==> src/rtl/clk_period_meter_pkg.sv <==
// Shared types for the clock period meter: FSM state encoding.
package clk_period_meter_pkg;

    typedef enum logic {
        IDLE    = 1'b0,
        MEASURE = 1'b1
    } meter_state_t;

endpackage

==> src/rtl/clk_period_meter_sync_edge_det.sv <==
// Two-flop synchronizer plus delay register producing single-cycle rise/fall strobes.
module sync_edge_det (
    input  logic i_clk,
    input  logic i_rst,
    input  logic i_sig,
    output logic o_level,
    output logic o_rise,
    output logic o_fall
);

    logic s1;
    logic s2;
    logic s3;

    // s1/s2 resolve metastability; s3 is the previous s2 for edge detection
    always_ff @(posedge i_clk or posedge i_rst) begin
        if (i_rst) begin
            s1 <= 1'b0;
            s2 <= 1'b0;
            s3 <= 1'b0;
        end else begin
            s1 <= i_sig;
            s2 <= s1;
            s3 <= s2;
        end
    end

    assign o_level = s2;
    assign o_rise  = s2 & ~s3;
    assign o_fall  = ~s2 & s3;

endmodule

==> src/rtl/clk_period_meter.sv <==
// Measures period (rise to rise) and high time of an asynchronous divided clock,
// flags a match against the expected ratio and a timeout when the input stalls.
module clk_period_meter
    import clk_period_meter_pkg::*;
#(
    parameter int CNT_W       = 16,
    parameter int EXP_DIV     = 7,
    parameter int TIMEOUT_CYC = 1000
) (
    input  logic             i_clk,
    input  logic             i_rst,
    input  logic             i_sig,
    output logic [CNT_W-1:0] o_period,
    output logic [CNT_W-1:0] o_high,
    output logic             o_valid,
    output logic             o_match,
    output logic             o_timeout
);

    localparam logic [CNT_W-1:0] CNT_ONE     = CNT_W'(1);
    localparam logic [CNT_W-1:0] CNT_MAX     = '1;
    localparam logic [CNT_W-1:0] EXP_VAL     = CNT_W'(EXP_DIV);
    localparam logic [CNT_W-1:0] TIMEOUT_VAL = CNT_W'(TIMEOUT_CYC);

    meter_state_t state;
    meter_state_t state_next;

    logic             sig_level;
    logic             sig_rise;
    logic             sig_fall;
    logic [CNT_W-1:0] cnt;
    logic [CNT_W-1:0] hcnt;
    logic [CNT_W-1:0] hlat;
    logic             arm;
    logic             capture;
    logic             timeout_hit;

    sync_edge_det u_sync (
        .i_clk   (i_clk),
        .i_rst   (i_rst),
        .i_sig   (i_sig),
        .o_level (sig_level),
        .o_rise  (sig_rise),
        .o_fall  (sig_fall)
    );

    always_ff @(posedge i_clk or posedge i_rst) begin
        if (i_rst) begin
            state <= IDLE;
        end else begin
            state <= state_next;
        end
    end

    always_comb begin
        state_next = state;
        case (state)
            IDLE: begin
                if (sig_rise) begin
                    state_next = MEASURE;
                end
            end
            MEASURE: begin
                if (!sig_rise && (cnt == TIMEOUT_VAL)) begin
                    state_next = IDLE;
                end
            end
            default: state_next = IDLE;
        endcase
    end

    // A rise in the timeout cycle wins: capture takes priority over timeout_hit
    always_comb begin
        arm         = 1'b0;
        capture     = 1'b0;
        timeout_hit = 1'b0;
        case (state)
            IDLE:    arm = sig_rise;
            MEASURE: begin
                capture     = sig_rise;
                timeout_hit = !sig_rise && (cnt == TIMEOUT_VAL);
            end
            default: begin
                arm = 1'b0;
            end
        endcase
    end

    always_ff @(posedge i_clk or posedge i_rst) begin
        if (i_rst) begin
            cnt       <= '0;
            hcnt      <= '0;
            hlat      <= '0;
            o_period  <= '0;
            o_high    <= '0;
            o_valid   <= 1'b0;
            o_match   <= 1'b0;
            o_timeout <= 1'b0;
        end else begin
            o_valid <= 1'b0;

            if (arm || capture) begin
                cnt  <= CNT_ONE;
                hcnt <= CNT_ONE;
            end else if (state == MEASURE) begin
                if (cnt != CNT_MAX) begin
                    cnt <= cnt + CNT_ONE;
                end
                if (sig_level && (hcnt != CNT_MAX)) begin
                    hcnt <= hcnt + CNT_ONE;
                end
            end

            if ((state == MEASURE) && sig_fall) begin
                hlat <= hcnt;
            end

            if (capture) begin
                o_period  <= cnt;
                o_high    <= hlat;
                o_match   <= (cnt == EXP_VAL);
                o_valid   <= 1'b1;
                o_timeout <= 1'b0;
            end else if (timeout_hit) begin
                o_timeout <= 1'b1;
            end
        end
    end

endmodule

==> config.mk <==
export PLATFORM = sky130hd
export DESIGN_NAME = clk_period_meter
export DESIGN_NICKNAME = d
export VERILOG_FILES = /design/src/rtl/clk_period_meter_pkg.sv /design/src/rtl/clk_period_meter_sync_edge_det.sv /design/src/rtl/clk_period_meter.sv
export SDC_FILE = /design/constraint.sdc
export NUM_CORES = 1
export LEC_CHECK = 0
export ABC_AREA = 1
export CORE_ASPECT_RATIO = 1.2
export CORE_MARGIN = 3
export CORE_UTILIZATION = 52
export DETAILED_ROUTE_END_ITERATION = 10
export PLACE_DENSITY = 0.8
export SYNTH_ARGS = -nofsm -noshare
export SYNTH_HDL_FRONTEND = slang
export SYNTH_HIERARCHICAL = 1
export SYNTH_SLANG_ARGS = --single-unit
==> constraint.sdc <==
create_clock -name i_clk -period 2.9 [get_ports i_clk]
set_input_delay 0.58 -clock i_clk [delete_from_list [all_inputs] [get_ports i_clk]]
set_output_delay 0.58 -clock i_clk [all_outputs]
set_load 0.05 [all_outputs]
==> flow_summary.ini <==
[run_status]
status = complete, no violations

[yosys]
ys.flop_type = dfrtp_1
async_flop_share_pct = 100
ys_types = 27
synth_compound_area_share_pct = 5.83
synth_edf_count = 0
synth_top_family_by_area = simple AND/OR/NAND/NOR gates
synth_simple_gate_area_share_pct = 30.7
synth_fa_ha_area_share_pct = 0.906
avgSynthCellArea_um2 = 7.74
synth_nets = 541
syn_area_mm2 = 0.00414
synth-xor-area-share_pct = 1.69
yosys_warnings = 6
synth_seq_area_share_pct = 52.6
synth_mux_area_share_pct = 0
ys_seq_elements = 87
syn_inst = 535

[cts]
cts.sinks = 87
cts_buffers = 9
postCtsHoldBufs = 0
cts_tree = done
cts_resized = 0
cts_root_buf = clkbuf_8
ctsLongestPathBuffers = 2
path_clk_slew_ns = 0.08
cts_setup_buffers = 0
cts_htree_levels = 3
clk_latency_ns = 0.36

[pwr]
power.total_uw = 2550
power.density_mw_per_mm2 = 538
p_clk_share_pct = 28.5
power_frac_seq_pct = 53.7
leakage_uw = 0.00231
p_int_uw = 1750
swShare_pct = 31.3
combPwrFrac_pct = 17.8
switchingPower_uw = 796
irDropWorstVdd_v = 0.000448

[sta]
rsz0062_at_grt = false
fmax_ghz = 0.472
min_period_over_period_pct = 73.0
hold_slack_ns = 0.391
slew_violations = 0
maxSlewHeadroom_pct = 44.4
setup_violations = 0
fin_skew_ns = 0.00933
finalCriticalPeriod_ns = 2.12
worst_pin_slew_ns = 0.832
setup_tns_ns = 0
final_hold_viol_count = 0

[critical_path]
cp_max_fo = 2
worstPathRequired_ns = 2.32
cp_top_family = buffers and inverters
critPathCaptureType = output pin
startpoint_type = flop
startpoint = o_high[5]$_DFFE_PP0P_
arrival_ns = 1.54
slowest_delay_ns = 0.82
slowest_stage = clkdlybuf4s50_1
path_buf_inv = 1
r2r_setup_slack_ns = 1.05
crit_type = flop to output pin
crit_chain = clkdlybuf4s50_1
r2r-start = u_sync/o_level$_DFF_PP0_

[floorplanning]
die_w_um = 87.5
rows = 35
core_area_mm2 = 0.00771
pin_count = 38
die_h_um = 104
fp.dieArea_mm2 = 0.00908
start_util_pct = 53.7

[route]
wl_per_cell_um = 12.9
routed.top_layer = met4
wirelength_um = 8590
m1WireLength_um = 3550
viasPerCell = 5.18
met3WireLength_um = 387
vias = 3448
firstDrtPassIters = 6
drc = 0
drt-initial-drc-count = 151
ant_nets = 0
dr_wl_met2_um = 4410

[layout]
final_common_cell = nand2_1
drive_gt1_share_pct = 5.40
layout.nets = 575
final_cell_mix = nand2_1, dfrtp_1, inv_1, nor2_1, nand3_1
diodes = 0
post-route-util_pct = 61.4
syn2layout_area_growth_pct = 14.3

[job]
cap_violations = 0

[place]
port-buffer-count = 37
gp_congestion = 0.909
hpwl_um = 6140

[global_route]
antenna_found_initial = 0
grt_usage_pct = 21.2
grt_pass1_vias = 3413
grt_start_max_net_pins = 49
overflow = 0
grt_pass1_wl_um = 15400

[min_path]
hp-class = flop to flop
hp-start = u_sync/s1$_DFF_PP0_
## power groups by stage
stage	Combinational, µW	Clock (µW)	Sequential [µW]
5_1_grt	497	793	1380
3_5_place_dp	461	0	1390
4_1_cts	461	745	1370
2_1_floorplan	192	0	1510
3_3_place_gp	452	0	1390
6_report	454	725	1370
## registers in the layout, indices dropped and copies added (netlist names), 16 cells and up
name      flops
cnt          16
hcnt         16
o_period     16
hlat         16
o_high       16
## per-layer routing
layer / track usage (%) / vias to the layer above
met5: 0 / -
li1: - / 1722
met2: 35.7 / 88
met4: 8.11 / 0
met1: 26.2 / 1619
met3: 4.22 / 19
## final timing paths
kind                                            end  cells after the start
min in group asynchronous       u_sync/s1$_DFF_PP0_                      2
max in group asynchronous       cnt[12]$_DFFE_PP0P_                      3
min                        u_sync/o_level$_DFF_PP0_                      0
min reg2reg                u_sync/o_level$_DFF_PP0_                      0
max                                       o_high[5]                      1
max reg2reg                      cnt[2]$_DFFE_PP0P_                      7
## logic make-up after synthesis
family / count (synthesis)
simple gates: 308
flops: 87
buf+inv: 83
compound gates: 46
xor+xnor: 8
fa+ha+maj: 3
## synthesized netlist by cell type (5+ instances only)
master	count	area, µm²
buf_2	9	45.0
clkbuf_1	5	18.8
dfrtp_1	87	2180
inv_1	63	236
nand2_1	190	713
nand2_2	6	37.5
nand3_1	41	205
nand4_1	6	37.5
nor2_1	55	206
o21ai_0	31	155
o21ai_1	8	40.0
xor2_1	8	70.1
## layout make-up
cell class | instances | area, µm²
clock inverters | 3 | 20.0
multi-input cells | 365 | 1620
flip-flops and latches | 87 | 2180
repair buffers | 42 | 420
clock buffers | 13 | 139
well taps | 92 | 115
inverters | 64 | 241
fillers | 657 | 2970
## through the flow
| stage | area (µm²) | setup WS, ns | instances |
|---|---|---|---|
| 3_3_place_gp | 4570 | 1.10 | 650 |
| 2_1_floorplan | 4140 | 0.155 | 535 |
| 3_5_place_dp | 4570 | 1.06 | 650 |
| 5_1_grt | 4730 | 0.723 | 666 |
| 4_1_cts | 4730 | 0.764 | 666 |
| 6_report | 4730 | 0.784 | 666 |
(Power assumes the default switching activity.)
